## src/rtl/period_meter_pkg.sv

```systemverilog
// Shared definitions for the period meter: FSM states and averaging constants.
package period_meter_pkg;

  typedef enum logic [1:0] {
    ST_ARM,
    ST_COUNT,
    ST_STALL
  } pm_state_e;

  // Depth of the sliding averaging window and its log2.
  localparam int unsigned AVG_DEPTH = 4;
  localparam int unsigned AVG_LOG2  = 2;

endpackage

```

## src/rtl/sync_edge_det.sv

```systemverilog
// Input synchroniser plus history flop with a rising-edge pulse output.
// The rise output is combinational from flops, so it is valid for the
// cycle in which the synchronised level first reads 1.
module sync_edge_det #(
  parameter int unsigned SYNC_STAGES = 2
) (
  input  logic clk,
  input  logic rst,
  input  logic din,
  output logic rise
);

  logic [SYNC_STAGES-1:0] sync_q;
  logic                   hist_q;

  // Shift the asynchronous input through the synchroniser, then keep one cycle of history.
  always_ff @(posedge clk) begin
    if (rst) begin
      sync_q <= '0;
      hist_q <= 1'b0;
    end else begin
      sync_q <= {sync_q[SYNC_STAGES-2:0], din};
      hist_q <= sync_q[SYNC_STAGES-1];
    end
  end

  assign rise = sync_q[SYNC_STAGES-1] & ~hist_q;

endmodule

```

## src/rtl/period_meter.sv

```systemverilog
// Measures the rise-to-rise period of a slow asynchronous input in clk cycles.
// Optional build macro PERIOD_METER_AVG_EN: report a 4-period sliding average
// instead of each raw period.
module period_meter
  import period_meter_pkg::*;
#(
  parameter int unsigned CNT_W       = 24,
  parameter int unsigned SYNC_STAGES = 2
) (
  input  logic             clk,
  input  logic             rst,
  input  logic             sig_in,
  output logic             edge_o,
  output logic [CNT_W-1:0] period_o,
  output logic             period_valid_o,
  output logic             timeout_o
);

  localparam logic [CNT_W-1:0] CNT_MAX = '1;
  localparam logic [CNT_W-1:0] CNT_ONE = CNT_W'(1);

  pm_state_e        state_q, state_d;
  logic [CNT_W-1:0] cnt_q, cnt_d;
  logic [CNT_W-1:0] raw_d;
  logic [CNT_W-1:0] period_q;
  logic             edge_q, edge_d;
  logic             valid_q;
  logic             load_raw;
  logic             rise;

  sync_edge_det #(
    .SYNC_STAGES(SYNC_STAGES)
  ) u_sync (
    .clk  (clk),
    .rst  (rst),
    .din  (sig_in),
    .rise (rise)
  );

  // Next-state, counter and raw-period logic for the ARM/COUNT/STALL machine.
  always_comb begin
    state_d  = state_q;
    cnt_d    = cnt_q;
    edge_d   = 1'b0;
    load_raw = 1'b0;
    // counter+1 saturated: an edge on the saturation cycle reports the maximum
    raw_d    = (cnt_q == CNT_MAX) ? CNT_MAX : cnt_q + CNT_ONE;
    unique case (state_q)
      ST_ARM, ST_STALL: begin
        if (rise) begin
          edge_d  = 1'b1;
          cnt_d   = '0;
          state_d = ST_COUNT;
        end
      end
      ST_COUNT: begin
        if (rise) begin
          edge_d   = 1'b1;
          load_raw = 1'b1;
          cnt_d    = '0;
        end else if (cnt_q == CNT_MAX) begin
          state_d = ST_STALL;
        end else begin
          cnt_d = cnt_q + CNT_ONE;
        end
      end
      default: state_d = ST_ARM;
    endcase
  end

  // State, counter and edge pulse registers.
  always_ff @(posedge clk) begin
    if (rst) begin
      state_q <= ST_ARM;
      cnt_q   <= '0;
      edge_q  <= 1'b0;
    end else begin
      state_q <= state_d;
      cnt_q   <= cnt_d;
      edge_q  <= edge_d;
    end
  end

  // Timeout rises on the saturation cycle itself unless an edge arrives then.
  assign timeout_o = (state_q == ST_STALL) ||
                     ((state_q == ST_COUNT) && (cnt_q == CNT_MAX) && !rise);

`ifdef PERIOD_METER_AVG_EN

  localparam logic [AVG_LOG2:0] FILL_ONE  = (AVG_LOG2+1)'(1);
  localparam logic [AVG_LOG2:0] FILL_FULL = (AVG_LOG2+1)'(AVG_DEPTH);
  localparam logic [AVG_LOG2:0] FILL_LAST = (AVG_LOG2+1)'(AVG_DEPTH - 1);

  logic [CNT_W-1:0]          hist_q [AVG_DEPTH];
  logic [CNT_W+AVG_LOG2-1:0] sum_q, sum_next;
  logic [AVG_LOG2:0]         fill_q;
  logic                      stall_enter;

  assign stall_enter = (state_q == ST_COUNT) && (state_d == ST_STALL);

  // Emptied slots hold zero, so subtracting the oldest entry is correct while filling.
  assign sum_next = sum_q + {{AVG_LOG2{1'b0}}, raw_d}
                          - {{AVG_LOG2{1'b0}}, hist_q[AVG_DEPTH-1]};

  // Sliding window of measured periods; reports the mean once the window is full.
  always_ff @(posedge clk) begin
    if (rst) begin
      valid_q  <= 1'b0;
      period_q <= '0;
      sum_q    <= '0;
      fill_q   <= '0;
      for (int unsigned i = 0; i < AVG_DEPTH; i++) hist_q[i] <= '0;
    end else begin
      valid_q <= 1'b0;
      if (stall_enter) begin
        sum_q  <= '0;
        fill_q <= '0;
        for (int unsigned i = 0; i < AVG_DEPTH; i++) hist_q[i] <= '0;
      end else if (load_raw) begin
        hist_q[0] <= raw_d;
        for (int unsigned i = 1; i < AVG_DEPTH; i++) hist_q[i] <= hist_q[i-1];
        sum_q <= sum_next;
        if (fill_q != FILL_FULL) fill_q <= fill_q + FILL_ONE;
        if (fill_q >= FILL_LAST) begin
          valid_q  <= 1'b1;
          period_q <= sum_next[AVG_LOG2 +: CNT_W];
        end
      end
    end
  end

`else

  // Raw period register: loads on every measured period.
  always_ff @(posedge clk) begin
    if (rst) begin
      valid_q  <= 1'b0;
      period_q <= '0;
    end else begin
      valid_q <= load_raw;
      if (load_raw) period_q <= raw_d;
    end
  end

`endif

  assign edge_o         = edge_q;
  assign period_o       = period_q;
  assign period_valid_o = valid_q;

endmodule

```

## config.mk

```make
export PLATFORM = sky130hd
export DESIGN_NAME = period_meter
export DESIGN_NICKNAME = d
export VERILOG_FILES = /design/src/rtl/period_meter_pkg.sv /design/src/rtl/sync_edge_det.sv /design/src/rtl/period_meter.sv
export SDC_FILE = /design/constraint.sdc
export NUM_CORES = 1
export LEC_CHECK = 0
export CORE_MARGIN = 4
export CORE_UTILIZATION = 51
export CTS_BUF_LIST = sky130_fd_sc_hd__clkbuf_8
export CTS_CLUSTER_DIAMETER = 200
export CTS_CLUSTER_SIZE = 24
export DETAILED_ROUTE_END_ITERATION = 16
export GPL_TIMING_DRIVEN = 1
export PLACE_DENSITY_LB_ADDON = 0.15
export SLEW_MARGIN = 20
export SYNTH_ARGS = -nofsm -noshare
export SYNTH_HDL_FRONTEND = slang
export SYNTH_SLANG_ARGS = --single-unit
```

## constraint.sdc

```tcl
create_clock -name clk -period 2.7 [get_ports clk]
set_input_delay 0.81 -clock clk [delete_from_list [all_inputs] [get_ports clk]]
set_output_delay 0.81 -clock clk [all_outputs]
set_load 0.03 [all_outputs]
```

==> results of run 1 <==
==> power by group through the flow <==
stage          clock network (mW)  logic [mW]  registers [mW]
6_report                    0.480      0.0706           0.822
5_1_grt                     0.527      0.0759           0.823
4_1_cts                     0.494      0.0702           0.823
3_5_place_dp                    0      0.0691           0.843
3_3_place_gp                    0      0.0683           0.843
2_1_floorplan                   0      0.0332           0.853
==> cell type report <==
class / count / share of cell area
Tap cell: 52 / 0.02217
Sequential cell: 55 / 0.3808
Multi-Input combinational cell: 189 / 0.4162
Clock buffer: 7 / 0.03284
Timing Repair Buffer: 46 / 0.1429
Clock inverter: 1 / 0.001279
Inverter: 3 / 0.003838
==> what timing repair did <==
action / CTS / global route
gates resized for setup: 11 / 5
endpoints found under the hold margin: 0 / 0
pin swaps: 3 / 5
setup buffers: 2 / 5
setup endpoints to repair: 1 / 1
==> state kept, by name (all words and copies together) (netlist names) <==
name / cells
cnt_q: 24
edge_o: 1
period_o: 24
period_valid_o: 1
state_q: 2
u_sync.hist_q: 1
u_sync.sync_q: 2
==> synthesized netlist by cell type, drive strengths merged, types with 5 or more instances <==
cell / instances / share of area
a21oi: 15 / 0.048
a32o: 6 / 0.025
and4: 5 / 0.019
buf: 5 / 0.016
clkbuf: 6 / 0.010
dfxtp: 55 / 0.47
nand2: 29 / 0.047
nand3: 13 / 0.035
nand4: 6 / 0.019
nor2: 15 / 0.027
nor2b: 6 / 0.016
nor3: 9 / 0.021
nor4: 5 / 0.025
o21ai: 42 / 0.089
xnor2: 7 / 0.026
xor2: 15 / 0.056
==> per-layer routing <==
| layer | part of all wire | track usage | vias to the layer above |
|---|---|---|---|
| met5 | 0 | 0 | - |
| met4 | 0.011 | 0.04545 | 0 |
| met3 | 0.036 | 0.04610 | 8 |
| met2 | 0.48 | 0.3031 | 32 |
| met1 | 0.48 | 0.2414 | 992 |
| li1 | - | - | 1007 |
==> cells by family after synthesis <==
group | after synthesis | share of synthesized area
adder cells (fa/ha/maj) | 1 | 0.005287
flip-flops | 55 | 0.4654
AO/OA/AOI/OAI | 72 | 0.1920
buffers and inverters | 14 | 0.03067
XOR/XNOR | 22 | 0.08144
AND/OR/NAND/NOR | 93 | 0.2210
multiplexers | 1 | 0.004231
==> through the flow <==
| step | total power [mW] | util |
|---|---|---|
| 2_1_floorplan | 0.8861 | - |
| 3_3_place_gp | 0.9109 | 0.6199 |
| 3_5_place_dp | 0.9119 | 0.6199 |
| 4_1_cts | 1.387 | 0.6525 |
| 5_1_grt | 1.426 | 0.6647 |
| 6_report | 1.372 | 0.6647 |
==> worst max-delay path, delay by kind of cell (launching register included) <==
family | cells | cell delay [ns]
AOI/OAI and AO/OA | 1 | 0.16
and+or+nand+nor | 4 | 0.72
buffers and inverters | 1 | 0.15
DFF | 1 | 0.38
adders and majority gates | 1 | 0.15
==> how the worst min path moves through the flow <==
| stage | cells past startpoint | to | from |
|---|---|---|---|
| floorplan | 1 | u_sync.sync_q[1] | u_sync.sync_q[0] |
| global placement | 1 | u_sync.sync_q[1] | u_sync.sync_q[0] |
| detailed placement | 1 | u_sync.sync_q[1] | u_sync.sync_q[0] |
| CTS | 1 | u_sync.sync_q[1] | u_sync.sync_q[0] |
| global route | 1 | u_sync.sync_q[1] | u_sync.sync_q[0] |
| finish | 1 | u_sync.sync_q[1] | u_sync.sync_q[0] |
==> metrics, run 1 <==
critical path arrival 1.87 ns; floorplan die height 76.11 µm; Chip Width 76.11 µm; worst setup slack before clock tree synthesis 0.1927 ns; run status completed; placed instance area 2736 µm²; area taken by flip-flops and latches 1117 µm²; logic depth of the worst register-to-register path 7; synthesis warning total 0; pin count of the biggest net entering global routing 25; remaining routing DRC violations 0; type of element launching the critical path flop; slowest cell on the critical path sky130_fd_sc_hd__dfxtp_4; share of flip-flops with an asynchronous set or reset after synthesis 0; Final #Nets 304; via density per instance 5.776; Clock Power Share 0.350; shortest period the worst path allows 2.677 ns; Clock Pin Slew Worst Setup and Hold Paths 0.09 ns; commonest cells after routing, fill and taps aside sky130_fd_sc_hd__dfxtp_1, sky130_fd_sc_hd__o21ai_0, sky130_fd_sc_hd__clkdlybuf4s50_1, sky130_fd_sc_hd__nand2_1, sky130_fd_sc_hd__buf_4; register bit count reported by yosys 55; CP Capture Type primary output; initial antenna violation count 0; Area growth, synth to finish 24.01%; Synth cell types 39; Synthesized Nets 262; final hold viol count 0; capture point of the critical path timeout_o; Fin Hold WS 0.4473 ns; power share of the sequential group 0.599; reg-to-reg setup timing slack 0.45 ns; clock buffers created by TritonCTS 5; number of buffers inserted by port buffering 29; Slew Limit Headroom 0.4579; part of the Yosys area used for sequential elements 0.4654; most common cell after layout, fill and taps aside sky130_fd_sc_hd__dfxtp_1; Max Root-Sink Buffers 2; biggest cell delay along the critical path 0.38 ns; worst path setup slack after routing 0.02252 ns; router iterations before antenna repair 4; Setup Skew 0.007619 ns; Final Routed Wirelength 5378 µm; startpoint of the worst setup timing path cnt_q[1]; Fin Setup TNS 0 ns; number of antenna repair diodes 0; total number of placement rows 24; via count of the first global-routing pass 1953; most instantiated flip-flop cell in the synthesis netlist sky130_fd_sc_hd__dfxtp_1; Cell Count Post-Placement 338; Filler Cells Inserted 368; Psw 0.3005 mW; type of the tightest min-delay check flop to flop; Reg2Reg Capture Point cnt_q[1]; Top-Level Pins 30; Post-Syn Instances 258; Worst Max-Slew Pin Slew 0.8101 ns; Post-Syn Area 2366 µm²; area of all placed cells without fillers 2934 µm²; multi-input gate area in the final layout 1221 µm²; share of the cycle needed by the critical path after routing 0.9917; clock tree from TritonCTS yes; Clock Root Buffer sky130_fd_sc_hd__clkbuf_8; worst supply voltage drop on vdd 377.0 µV; fmax 0.3735 GHz; total routing resource utilization after global routing 0.1843; routability congestion estimate from global placement 0.8281; Max H-tree Level 2; hold buffer count at CTS 0; number of enable-type register cells in the synthesized netlist 0; final setup violating endpoints 0; PwrDens 467.7 nW/µm²; switching power as a share of total power 0.2190; final-report max-slew violation count 0; required time of the critical path 1.89 ns; clock network latency to the later pin of the worst-skew pair 0.30 ns; global-route wire length before repair 9052 µm; final cell count without fillers 353; ratio of cells with drive above 1 in the final layout 0.1860; overall via count from detail_route 2039; share of total power in combinational logic 0.051; WL/cell 15.24 µm; leakage power 1.037 nW; placeable core region 4414 µm²; CP cell instances ha_4 > nand3_4 > nor4_4 > and4_1 > nand2_2 > o21ai_2 > buf_6; area of the die 5793 µm²; Cell Int Power 1.072 mW; critical path start-end classification flop to primary output; starting density of the core 0.5360; drt initial violations 117; FF-to-FF Start cnt_q[1]; antenna-violating nets left 0; count of max-cap constraint violations 0; setup repair after global routing missed its margin true; Clock Sinks 55; Post-Syn Area per Cell 9.171 µm²; gr ovfl total 0; crit-path max FO 5; half-perimeter wire length after detailed placement 3546 µm
Power figures use the tool's default switching activity.
==> run 2, diff against run 1 <==
--- a/config.mk
+++ b/config.mk
@@ -5,8 +5,10 @@
 export SDC_FILE = /design/constraint.sdc
 export NUM_CORES = 1
 export LEC_CHECK = 0
+export CELL_PAD_IN_SITES_DETAIL_PLACEMENT = 1
+export CELL_PAD_IN_SITES_GLOBAL_PLACEMENT = 1
 export CORE_MARGIN = 4
-export CORE_UTILIZATION = 51
+export CORE_UTILIZATION = 43
 export CTS_BUF_LIST = sky130_fd_sc_hd__clkbuf_8
 export CTS_CLUSTER_DIAMETER = 200
 export CTS_CLUSTER_SIZE = 24
==> metrics, run 2 (synthesis gave the netlist of run 1 again) <==
critical path start-end classification flop to primary output; Slew Limit Headroom 0.6340 (+0.1760); WL/cell 17.07 µm (+12%); final setup violating endpoints 0 (unchanged); slowest cell on the critical path sky130_fd_sc_hd__dfxtp_4; CP Capture Type primary output; routability congestion estimate from global placement 0.8482 (+2.4%); global-route wire length before repair 10490 µm (+16%); most common cell after layout, fill and taps aside sky130_fd_sc_hd__dfxtp_1; antenna-violating nets left 0 (unchanged); PwrDens 467.0 nW/µm² (-0.15%); pin count of the biggest net entering global routing 25 (unchanged); count of max-cap constraint violations 0 (unchanged); buffers and inverters on the worst path 1 (unchanged); number of buffers inserted by port buffering 29 (unchanged); reg-to-reg setup timing slack 0.70 ns (+0.25 ns); initial antenna violation count 0 (unchanged); CP cell instances nand4_1 > nor4_4 > and4_4 > nand2_2 > o21ai_2 > buf_6; type of element launching the critical path flop; clock tree from TritonCTS yes; placeable core region 5205 µm² (+18%); shortest period the worst path allows 2.631 ns (-0.04605 ns); total routing resource utilization after global routing 0.2054 (+0.02112); starting density of the core 0.4546 (-0.08143); overall via count from detail_route 2084 (+2.2%); Filler Cells Inserted 628 (+71%); placed instance area 2781 µm² (+1.6%); type of the tightest min-delay check flop to flop; hold-critical path depth 1 (unchanged); clock buffers created by TritonCTS 5 (unchanged); logic depth of the worst register-to-register path 6 (-1); gr ovfl total 0 (unchanged); Clock Pin Slew Worst Setup and Hold Paths 0.09 ns (about the same); number of antenna repair diodes 0 (unchanged); Top-Level Pins 30 (unchanged); total number of placement rows 26 (+8.3%); Hold Crit Endpoint u_sync.sync_q[1]; Final Routed Wirelength 6403 µm (+19%); run status completed; Setup Skew 0.01031 ns (+0.002692 ns); Clock Root Buffer sky130_fd_sc_hd__clkbuf_8; Final #Nets 308 (+1.3%); FF-to-FF Start cnt_q[4]; area of all placed cells without fillers 2999 µm² (+2.2%); area of the die 6753 µm² (+17%); crit-path max FO 4 (-1); ratio of cells with drive above 1 in the final layout 0.2066 (+0.02051); Chip Width 82.18 µm (+8.0%); remaining routing DRC violations 0 (unchanged); final-report max-slew violation count 0 (unchanged); commonest cells after routing, fill and taps aside sky130_fd_sc_hd__dfxtp_1, sky130_fd_sc_hd__o21ai_0, sky130_fd_sc_hd__clkdlybuf4s50_1, sky130_fd_sc_hd__nand2_1, sky130_fd_sc_hd__buf_4; final hold viol count 0 (unchanged); drt initial violations 86 (-26%); clock network latency to the later pin of the worst-skew pair 0.32 ns (+0.02 ns); Fin Hold WS 0.4806 ns (+0.03329 ns); Max H-tree Level 2 (unchanged); Area growth, synth to finish 26.76%; required time of the critical path 1.89 ns (about the same); worst supply voltage drop on vdd 229.4 µV (-39%); biggest cell delay along the critical path 0.37 ns (about the same); Worst Max-Slew Pin Slew 0.5478 ns (-0.2624 ns); half-perimeter wire length after detailed placement 4345 µm (+23%); via count of the first global-routing pass 2109 (+8.0%); critical path arrival 1.82 ns (-0.05 ns); gate family responsible for the most delay along the worst path simple AND/OR/NAND/NOR gates; Clock Sinks 55 (unchanged); router iterations before antenna repair 4 (unchanged); Reg2Reg Capture Point cnt_q[19]; Worst Hold Launch u_sync.sync_q[0]; floorplan die height 82.18 µm (+8.0%); via density per instance 5.557 (-3.8%); Max Root-Sink Buffers 2 (unchanged); fmax 0.3800 GHz (+1.8%); share of the cycle needed by the critical path after routing 0.9746 (-0.01706); leakage power 1.056 nW (+1.8%)
==> run 2: changes by cell type in the layout (fill, tap and decap cells not counted) <==
cell and delta:
sky130_fd_sc_hd__dfxtp_4 +2, sky130_fd_sc_hd__dfxtp_2 -1, sky130_fd_sc_hd__clkinvlp_4 +1, sky130_fd_sc_hd__dfxtp_1 -1
sky130_fd_sc_hd__and4_4 +1, sky130_fd_sc_hd__inv_1 -1, sky130_fd_sc_hd__buf_4 +4, sky130_fd_sc_hd__and4_1 -1
==> run 2: worst max path at each step <==
stage	start	end	depth (start not counted)
final	cnt_q[18]	timeout_o	6
after detailed placement	cnt_q[0]	timeout_o	7
after global placement	cnt_q[0]	timeout_o	7
after floorplan	cnt_q[0]	timeout_o	7
after CTS	cnt_q[1]	timeout_o	7
after global routing	cnt_q[17]	timeout_o	6
==> run 2: repair_timing <==
action,4_1_cts,5_1_grt
setup endpoints to repair,1,1
pin swaps,1,4
resized for setup,10,11
buffers inserted,1,7
endpoints found under the hold margin,0,0
hold buffers,0,0
==> run 2: area by class of cell <==
type	count	area, µm²	area share
Clock buffer	7	96.34	0.03212
Clock inverter	1	7.507	0.002503
Inverter	3	11.26	0.003755
Multi-Input combinational cell	189	1224	0.4080
Sequential cell	55	1124	0.3746
Tap cell	70	87.58	0.02920
Timing Repair Buffer	50	449.2	0.1498
==> run 2: through the flow <==
stage | setup TNS [ns] | utilization | setup slack [ns] | power (mW) | std cells
CTS | 0 | 0.5627 | 0.01254 | 1.425 | 368
floorplan | 0 | - | 0.06568 | 0.8861 | 258
global route | -0.01620 | 0.5762 | -0.01620 | 1.463 | 375
detailed placement | 0 | 0.5344 | 0.1788 | 0.9176 | 359
global placement | 0 | 0.5344 | 0.2528 | 0.9151 | 359
finish | 0 | 0.5762 | 0.06857 | 1.400 | 375
==> run 2: routing by layer <==
layer | vias to the layer above | track usage | part of all wire
li1 | 1018 | - | -
met1 | 1032 | 0.2492 | 0.44
met2 | 21 | 0.3643 | 0.52
met3 | 13 | 0.03688 | 0.021
met4 | 0 | 0.06977 | 0.020
met5 | - | 0 | 0
==> run 2: where the power goes <==
part           internal (mW)  switching [mW]
registers              0.815         0.00570
logic                 0.0279          0.0483
clock network          0.234           0.270
total                   1.08           0.324
==> run 3, diff against run 2 <==
--- a/config.mk
+++ b/config.mk
@@ -7,7 +7,6 @@
 export LEC_CHECK = 0
 export CELL_PAD_IN_SITES_DETAIL_PLACEMENT = 1
 export CELL_PAD_IN_SITES_GLOBAL_PLACEMENT = 1
-export CORE_MARGIN = 4
 export CORE_UTILIZATION = 43
 export CTS_BUF_LIST = sky130_fd_sc_hd__clkbuf_8
 export CTS_CLUSTER_DIAMETER = 200
@@ -15,6 +14,7 @@
 export DETAILED_ROUTE_END_ITERATION = 16
 export GPL_TIMING_DRIVEN = 1
 export PLACE_DENSITY_LB_ADDON = 0.15
+export SETUP_SLACK_MARGIN = 0.3
 export SLEW_MARGIN = 20
 export SYNTH_ARGS = -nofsm -noshare
 export SYNTH_HDL_FRONTEND = slang
==> metrics, run 3 (synthesis gave the netlist of run 1 again) <==
run status completed; Max H-tree Level 2 (unchanged); half-perimeter wire length after detailed placement 4118 µm (-5.2%); routability congestion estimate from global placement 0.7595 (-10%); Clock Pin Slew Worst Setup and Hold Paths 0.10 ns (about the same); remaining routing DRC violations 0 (unchanged); number of antenna repair diodes 0 (unchanged); critical path start-end classification flop to primary output; area of all placed cells without fillers 3008 µm² (+0.29%); type of the tightest min-delay check flop to flop; starting density of the core 0.4546 (unchanged); Worst Max-Slew Pin Slew 0.5701 ns (+0.02239 ns); Chip Width 76.18 µm (-7.3%); type of element launching the critical path flop; total number of placement rows 26 (unchanged); clock tree from TritonCTS yes; Setup Skew 0.006678 ns (-0.003633 ns); Fin Setup TNS 0 ns (unchanged); worst supply voltage drop on vdd 461.4 µV (+100%); biggest cell delay along the critical path 0.38 ns (about the same); Clock Root Buffer sky130_fd_sc_hd__clkbuf_8; Clock Sinks 55 (unchanged); CP cell instances nand4_1 > nor4_4 > and4_4 > nand2_4 > o21ai_4 > buf_6; Area growth, synth to finish 27.13%; Cell Count Post-Placement 355 (-1.1%); shortest period the worst path allows 2.641 ns (+0.01003 ns); CP Capture Type primary output; count of max-cap constraint violations 0 (unchanged); pin count of the biggest net entering global routing 25 (unchanged); commonest cells after routing, fill and taps aside sky130_fd_sc_hd__dfxtp_1, sky130_fd_sc_hd__o21ai_0, sky130_fd_sc_hd__clkdlybuf4s50_1, sky130_fd_sc_hd__nand2_1, sky130_fd_sc_hd__buf_4; global-route wire length before repair 11010 µm (+4.9%); share of the cycle needed by the critical path after routing 0.9783 (+0.003715); Final Routed Wirelength 6462 µm (+0.92%); drt initial violations 116 (+35%); WL/cell 17.37 µm (+1.7%); PwrDens 494.2 nW/µm² (+5.8%); number of buffers inserted by port buffering 29 (unchanged); setup repair after global routing missed its margin true; Top-Level Pins 30 (unchanged); Slew Limit Headroom 0.6191 (-0.01485); final hold viol count 0 (unchanged); final-report max-slew violation count 0 (unchanged); initial antenna violation count 0 (unchanged); Filler Cells Inserted 605 (-3.7%); required time of the critical path 1.89 ns (about the same); area of the die 5803 µm² (-14%); gr ovfl total 0 (unchanged); crit-path max FO 5 (+1); slowest cell on the critical path sky130_fd_sc_hd__dfxtp_4; via count of the first global-routing pass 2223 (+5.4%); leakage power 1.063 nW (+0.72%); final cell count without fillers 372 (-0.80%); end-of-flow core utilization 0.5779 (+0.001683); fmax 0.3786 GHz (-0.38%); via density per instance 5.583 (+0.47%); ratio of cells with drive above 1 in the final layout 0.2053 (-0.001259); placed instance area 2768 µm² (-0.50%); power consumption 1.487 mW (+6.2%); floorplan die height 76.18 µm (-7.3%); most common cell after layout, fill and taps aside sky130_fd_sc_hd__dfxtp_1; overall via count from detail_route 2077 (-0.34%); placeable core region 5205 µm² (unchanged); Final #Nets 305 (-0.97%); router iterations before antenna repair 4 (unchanged); antenna-violating nets left 0 (unchanged); Max Root-Sink Buffers 2 (unchanged); clock network latency to the later pin of the worst-skew pair 0.32 ns (about the same); total routing resource utilization after global routing 0.2391 (+0.03369); final setup violating endpoints 0 (unchanged); critical path arrival 1.83 ns (about the same); clock buffers created by TritonCTS 5 (unchanged)
[run 3: layout make-up]
cell class / count / area (µm²) / area share
clock inverters: 2 / 38.79 / 0.01290
repair buffers: 47 / 426.7 / 0.1418
inverters: 3 / 11.26 / 0.003744
clock buffers: 6 / 82.58 / 0.02745
multi-input cells: 189 / 1236 / 0.4110
well taps: 70 / 87.58 / 0.02912
flip-flops and latches: 55 / 1125 / 0.3740
[run 3: through the flow]
| stage | hold slack, ns | setup WS, ns |
|---|---|---|
| 6_report | 0.4551 | 0.05854 |
| 5_1_grt | 0.4706 | -0.02152 |
| 4_1_cts | 0.4615 | 0.02802 |
| 3_5_place_dp | 0.4368 | 0.1452 |
| 3_3_place_gp | 0.4160 | 0.2022 |
| 2_1_floorplan | 0.4138 | 0.3076 |
[run 3: where the power goes]
part	internal, mW	total, mW	leakage (nW)	switching (mW)
clock	0.306	0.593	0.0618	0.287
combinational	0.0253	0.0734	0.551	0.0481
sequential	0.815	0.821	0.450	0.00560
[run 3: metal layers]
metal	up-vias	wire [µm]	share of wire	global-route usage
li1	1004	-	-	-
met1	1031	2915	0.45	0.2911
met2	29	3249	0.50	0.4273
met3	13	162	0.025	0.03593
met4	0	133	0.021	0.08462
met5	-	0	0	0
[run 3: path summary, 6_finish.rpt]
kind / slack, ns / cells past startpoint / startpoint / end
setup / recovery: 0.06 / 6 / cnt_q[17] / timeout_o
hold / removal: 0.46 / 1 / u_sync.sync_q[0] / u_sync.sync_q[1]
hold reg to reg: 0.46 / 1 / u_sync.sync_q[0] / u_sync.sync_q[1]
setup reg to reg: 0.63 / 7 / cnt_q[0] / cnt_q[16]
[run 3: what timing repair did]
action	in CTS	in global routing
hold buffers	0	0
buffers inserted	7	2
gates cloned	0	0
pin swaps	5	3
endpoints found under the setup margin	1	2
gates resized for setup	12	6
[run 3: worst max-delay path: cells and delay by family, from the launching register on]
| family | cells | cell delay, ns |
|---|---|---|
| compound gates | 1 | 0.13 |
| simple gates | 4 | 0.86 |
| buf+inv | 1 | 0.14 |
| flops | 1 | 0.38 |
